$ cat config.mk
export PLATFORM = sky130hd
export DESIGN_NAME = ternary_requant_packer
export DESIGN_NICKNAME = d
export VERILOG_FILES = /design/src/rtl/ternary_requant_packer.sv
export SDC_FILE = /design/constraint.sdc
export NUM_CORES = 1
export LEC_CHECK = 0
export CORE_UTILIZATION = 35
export DETAILED_ROUTE_END_ITERATION = 7
export GPL_TIMING_DRIVEN = 0
export PLACE_DENSITY = 0.71
export SLEW_MARGIN = 25
export SYNTH_ARGS = -nofsm -noshare
export SYNTH_HDL_FRONTEND = slang
export SYNTH_SLANG_ARGS = --single-unit
$ cat constraint.sdc
create_clock -name clk -period 2.1 [get_ports clk]
set_input_delay 0.42 -clock clk [delete_from_list [all_inputs] [get_ports clk]]
set_output_delay 0.42 -clock clk [all_outputs]
set_load 0.01 [all_outputs]
$ cat src/rtl/ternary_requant_packer.sv
// ternary_requant_packer
// Output stage of a ternary layer. Each signed 7-bit accumulator result is
// requantized to a 2-bit activation (ReLU, arithmetic shift, clamp to 3), and
// four activations are packed per byte for the next layer. Input and output
// are valid/ready streams with a single-entry output register. A saturating
// counter records how many inputs were clamped, for calibration.

module ternary_requant_packer #(
  parameter int SHIFT = 2  // right shift applied after ReLU, legal range 0-6
) (
  input  logic       clk,
  input  logic       rst_n,
  input  logic       clr,
  input  logic       in_valid,
  output logic       in_ready,
  input  logic [6:0] acc_in,
  input  logic       in_last,
  output logic       out_valid,
  input  logic       out_ready,
  output logic [7:0] out_data,
  output logic [2:0] out_lanes,
  output logic       out_last,
  output logic [7:0] sat_cnt
);

  // Activation datapath signals.
  logic       acc_neg;
  logic [5:0] acc_mag;
  logic [5:0] acc_shifted;
  logic       sat_event;
  logic [1:0] act;

  // Handshake and control decode.
  logic       accept;
  logic       emit;
  logic       store;
  logic       out_drain;

  // Byte assembled from the buffered lanes plus the current activation.
  logic [7:0] pack_byte;
  logic [2:0] act_pos;

  // Architectural state.
  logic [1:0] lane_d [3];
  logic [1:0] lane_q [3];
  logic [1:0] cnt_d, cnt_q;
  logic       out_valid_d, out_valid_q;
  logic [7:0] out_data_d, out_data_q;
  logic [2:0] out_lanes_d, out_lanes_q;
  logic       out_last_d, out_last_q;
  logic [7:0] sat_cnt_d, sat_cnt_q;

  // Requantize: negative inputs map to 0; non-negative inputs are shifted
  // and clamped to 3. Only a non-negative value above 3 counts as saturation.
  always_comb begin
    acc_neg     = acc_in[6];
    acc_mag     = acc_in[5:0];
    acc_shifted = acc_mag >> SHIFT;
    sat_event   = !acc_neg && (acc_shifted > 6'd3);
    if (acc_neg) begin
      act = 2'd0;
    end else if (sat_event) begin
      act = 2'd3;
    end else begin
      act = acc_shifted[1:0];
    end
  end

  // Stream handshake. in_ready is the only combinational output: it stalls the
  // input whenever the output register is full and not being drained, even
  // mid-byte, and while a synchronous clear is in progress.
  always_comb begin
    in_ready  = !clr && (!out_valid_q || out_ready);
    accept    = in_valid && in_ready;
    emit      = accept && ((cnt_q == 2'd3) || in_last);
    store     = accept && !emit;
    out_drain = out_valid_q && out_ready;
  end

  // Assemble the outgoing byte: lanes below cnt come from the buffer, lane cnt
  // is the current activation, lanes above cnt stay zero.
  always_comb begin
    // NOTE: every combinational output gets a default first so no path
    // leaves it unassigned, which would otherwise infer a latch.
    pack_byte = 8'h00;
    act_pos   = {cnt_q, 1'b0};
    for (int i = 0; i < 3; i++) begin
      if (2'(i) < cnt_q) begin
        pack_byte[2*i +: 2] = lane_q[i];
      end
    end
    pack_byte[act_pos +: 2] = act;
  end

  // Next-state for the lane buffer and lane counter. clr drops the partial
  // byte by rewinding cnt; stale lane contents are masked by cnt on emit.
  always_comb begin
    for (int i = 0; i < 3; i++) begin
      lane_d[i] = lane_q[i];
      if (store && (cnt_q == 2'(i))) begin
        lane_d[i] = act;
      end
    end
    cnt_d = cnt_q;
    if (clr || emit) begin
      cnt_d = 2'd0;
    end else if (store) begin
      cnt_d = cnt_q + 2'd1;
    end
  end

  // Next-state for the single-entry output register. A new emit overrides a
  // drain in the same cycle so full bytes flow back-to-back; otherwise the
  // payload holds steady while the consumer stalls.
  always_comb begin
    out_valid_d = out_valid_q;
    out_data_d  = out_data_q;
    out_lanes_d = out_lanes_q;
    out_last_d  = out_last_q;
    if (clr) begin
      out_valid_d = 1'b0;
    end else if (emit) begin
      out_valid_d = 1'b1;
      out_data_d  = pack_byte;
      out_lanes_d = {1'b0, cnt_q} + 3'd1;
      out_last_d  = in_last;
    end else if (out_drain) begin
      out_valid_d = 1'b0;
    end
  end

  // Next-state for the calibration counter: counts accepted clamp events and
  // sticks at 255; clr zeroes it.
  always_comb begin
    sat_cnt_d = sat_cnt_q;
    if (clr) begin
      sat_cnt_d = 8'd0;
    end else if (accept && sat_event && (sat_cnt_q != 8'hFF)) begin
      sat_cnt_d = sat_cnt_q + 8'd1;
    end
  end

  // State registers with asynchronous active-low reset.
  always_ff @(posedge clk or negedge rst_n) begin
    if (!rst_n) begin
      // NOTE: the lane buffer is tiny and reset to zero so the reset state is
      // fully defined; a large storage array would normally be left unreset.
      for (int i = 0; i < 3; i++) begin
        lane_q[i] <= 2'd0;
      end
      cnt_q       <= 2'd0;
      out_valid_q <= 1'b0;
      out_data_q  <= 8'h00;
      out_lanes_q <= 3'd0;
      out_last_q  <= 1'b0;
      sat_cnt_q   <= 8'd0;
    end else begin
      // NOTE: sequential state uses non-blocking assignments so every flop
      // samples its _d value from before the edge, independent of order.
      for (int i = 0; i < 3; i++) begin
        lane_q[i] <= lane_d[i];
      end
      cnt_q       <= cnt_d;
      out_valid_q <= out_valid_d;
      out_data_q  <= out_data_d;
      out_lanes_q <= out_lanes_d;
      out_last_q  <= out_last_d;
      sat_cnt_q   <= sat_cnt_d;
    end
  end

  // Registered outputs.
  assign out_valid = out_valid_q;
  assign out_data  = out_data_q;
  assign out_lanes = out_lanes_q;
  assign out_last  = out_last_q;
  assign sat_cnt   = sat_cnt_q;

endmodule
==> flow_metrics.tcl <==
set metrics [dict create \
    leakage_nw 0.867 \
    clkSinkCount 29 \
    finalCritPeriodShare_pct 97.5 \
    end_kind "primary output" \
    worst-path-buf-inv 2 \
    numCtsBuffers 5 \
    cts_tree "built" \
    hold_class "input pin to async pin" \
    place.gp.congestion 0.803 \
    route.antenna.remaining_nets 0 \
    finalClockSkew_ns 0.00479 \
    postCtsHoldBufs 0 \
    fin_nets 194 \
    synth_compound_area_share_pct 12.3 \
    viasPerCell 5.35 \
    synth_mux_area_share_pct 12.5 \
    fp-row-count 23 \
    vias 1193 \
    synth_xor_xnor_area_share_pct 0 \
    crit_family "buffers and inverters" \
    drv_slew 0 \
    io_buffers 31 \
    slew_headroom_pct 57.1 \
    area_delta_synth_final_pct 33.0 \
    htreeDepth 2 \
    critPathKind "input pin to primary output" \
    slowest_delay_ns 0.54 \
    path_cells "clkdlybuf4s50_1 -> nor2b_2 -> nor2_1 -> clkdlybuf4s50_1" \
    crit_arrival_ns 1.63 \
    fp.dieArea_sq_mm 0.00460 \
    clockBufferDepth 2 \
    pin_count 35 \
    syn_inst 134 \
    coreArea_sq_mm 0.00409 \
    drive_gt1_share_pct 19.1 \
    synth_top_family_by_area "simple AND/OR/NAND/NOR gates" \
    netlist_area_sq_mm 0.00152 \
    drt_iter0_markers 26 \
    maxCapViolations 0 \
    avgRoutedWirePerCell_um 14.6 \
    setup_viol_count_final 0 \
    grt_first_pass_wirelength_um 5420 \
    max_freq_ghz 0.488 \
    grt_max_degree 30 \
    fill_cells 360 \
    fp.dieH_um 67.8 \
    rsz0062_at_grt "false" \
    start_kind "input pin" \
    ys_seq_area_share_pct 47.9 \
    whs_ns 0.158 \
    dp_hpwl_um 2410 \
    yosys_warnings 0 \
    slowest_stage "clkdlybuf4s50_1" \
    dr.pass1.iters 4 \
    crit_required_ns 1.68 \
    cts_resized 2 \
    path_max_fanout 4 \
    synth-simple-area-share_pct 16.6 \
    post_cts_buffers 0 \
    pre_cts_ws_ns -0.201 \
    diodes 0 \
    synth_fa_ha_area_share_pct 7.43 \
    status "finished clean" \
    setup_ws_ns 0.0517 \
    drc 0 \
    syn_area_per_cell_sq_um 11.3 \
    finalHoldViolCount 0 \
    design_power_total_w 0.00138 \
    post-route-min-period_ns 2.05 \
    clkTransAtPathRegs_ns 0.06 \
    grt_pass1_vias 1163 \
    root_buffer "clkbuf_8" \
    gr-total-overflow 0 \
    antenna_found_initial 0 \
    synth_cell_types 34 \
    vdd_drop_max_v 0.000368 \
    tightest_slew_ns 0.643 \
    fin_area_sq_mm 0.00202 \
    place_area_sq_mm 0.00188 \
    synth_fp_nets 156 \
    routed_wl_um 3270 \
    track_usage_pct 16.6 \
    clock_latency_ns 0.28 \
    powerDensity_mw_per_mm2 686 \
    die_x_um 67.8 \
    crit_top_cell "clkdlybuf4s50_1" \
    synth_seq_cells 29 \
    start_util_pct 37.1 \
]
cell type report:
class                      instances  area, sq um  area share [%]
inverter                           6         22.5            1.12
clock inverter                     1         30.0            1.49
clock buffer                       7         86.3            4.28
timing repair buffer              31          305            15.1
tap                               50         62.6            3.10
buffer                             3         27.5            1.37
sequential                        29          726            36.0
multi-input combinational         96          756            37.5
worst register-to-register path, cell delays in order (launching register included):
cell      delay, ns
dfrtp_1        0.49
inv_1          0.20
ha_1           0.41
nor4bb_1       0.40
a22o_1         0.21
mux2_2         0.14
per-stage QoR:
step                      instances  setup TNS [ns]  utilization [%]
final                           223               0             49.3
after CTS                       223               0             49.1
after global routing            223               0             49.3
after global placement          215           -2.85             46.2
after floorplan                 134               0                -
after detailed placement        215           -3.52             46.1
report_power, final:
part           switching (W)  leakage, nW  total (W)  internal (W)
Combinational      0.0000781        0.423   0.000173     0.0000944
Clock               0.000207       0.0585   0.000593      0.000386
Sequential         0.0000213        0.386   0.000617      0.000596
Total               0.000306        0.867    0.00138       0.00108
cell usage after synthesis, drive strengths merged:
master | number | area share, %
nand4 | 2 | 0.83
nand2 | 10 | 2.5
and2b | 1 | 0.58
or3 | 1 | 0.41
mux2 | 15 | 11
or3b | 1 | 0.58
a22o | 8 | 4.6
nand2b | 3 | 1.7
nor2b | 3 | 1.2
nor2 | 12 | 3.0
a21oi | 4 | 1.3
ha | 9 | 7.4
a2bb2oi | 1 | 0.58
nor4 | 2 | 1.2
o21ai | 3 | 0.99
mux2i | 2 | 1.3
a31oi | 1 | 0.41
nand4b | 1 | 0.58
o41ai | 1 | 0.58
inv | 6 | 1.5
nor4bb | 1 | 0.66
nand3 | 2 | 0.66
o31ai | 3 | 1.5
buf | 3 | 1.8
and3 | 1 | 0.41
o311ai | 2 | 1.2
dfrtp | 29 | 48
or4 | 2 | 1.2
nor3 | 3 | 0.99
o2bb2ai | 2 | 1.2
layer usage:
metal  wire [um]  global-route usage (%)
met1        1470                    20.4
met2        1600                    26.4
met3         117                    5.07
met4          80                    7.55
met5           0                       0
cells in the final DEF, fill, tap and decap left out, types with 4 or more instances in the layout:
| master | n |
|---|---|
| a21oi_1 | 4 |
| a22o_1 | 8 |
| clkbuf_8 | 6 |
| clkdlybuf4s50_1 | 30 |
| dfrtp_1 | 29 |
| ha_1 | 9 |
| inv_1 | 6 |
| mux2_2 | 15 |
| nand2_1 | 10 |
| nor2_1 | 12 |
cells by family (layout without fill, tap and decap cells):
kind of cell,count (synthesis),in the layout
AOI/OAI and AO/OA,25,25
adders and majority gates,9,9
buffers and inverters,9,48
DFF,29,29
muxes,17,17
and+or+nand+nor,45,45
state kept, by name, indices dropped and copies added, names as in the netlist:
signal and cells:
out_valid 1, sat_cnt 8, out_lanes 3, out_data 8, out_last 1, cnt_q 2
lane_q 6
final timing paths:
check / startpoint / endpoint / slack (ns) / cells past startpoint
worst min register to register: out_data[6] / out_data[6] / 0.50 / 1
min in group clk: clr / sat_cnt[4] / 0.34 / 2
max in group asynchronous: rst_n / lane_q[4] / 1.52 / 1
worst max register to register: cnt_q[0] / out_data[1] / 0.20 / 5
worst min-delay path: rst_n / sat_cnt[7] / 0.16 / 1
worst max-delay path: out_ready / in_ready / 0.05 / 4
(Power assumes the default switching activity.)
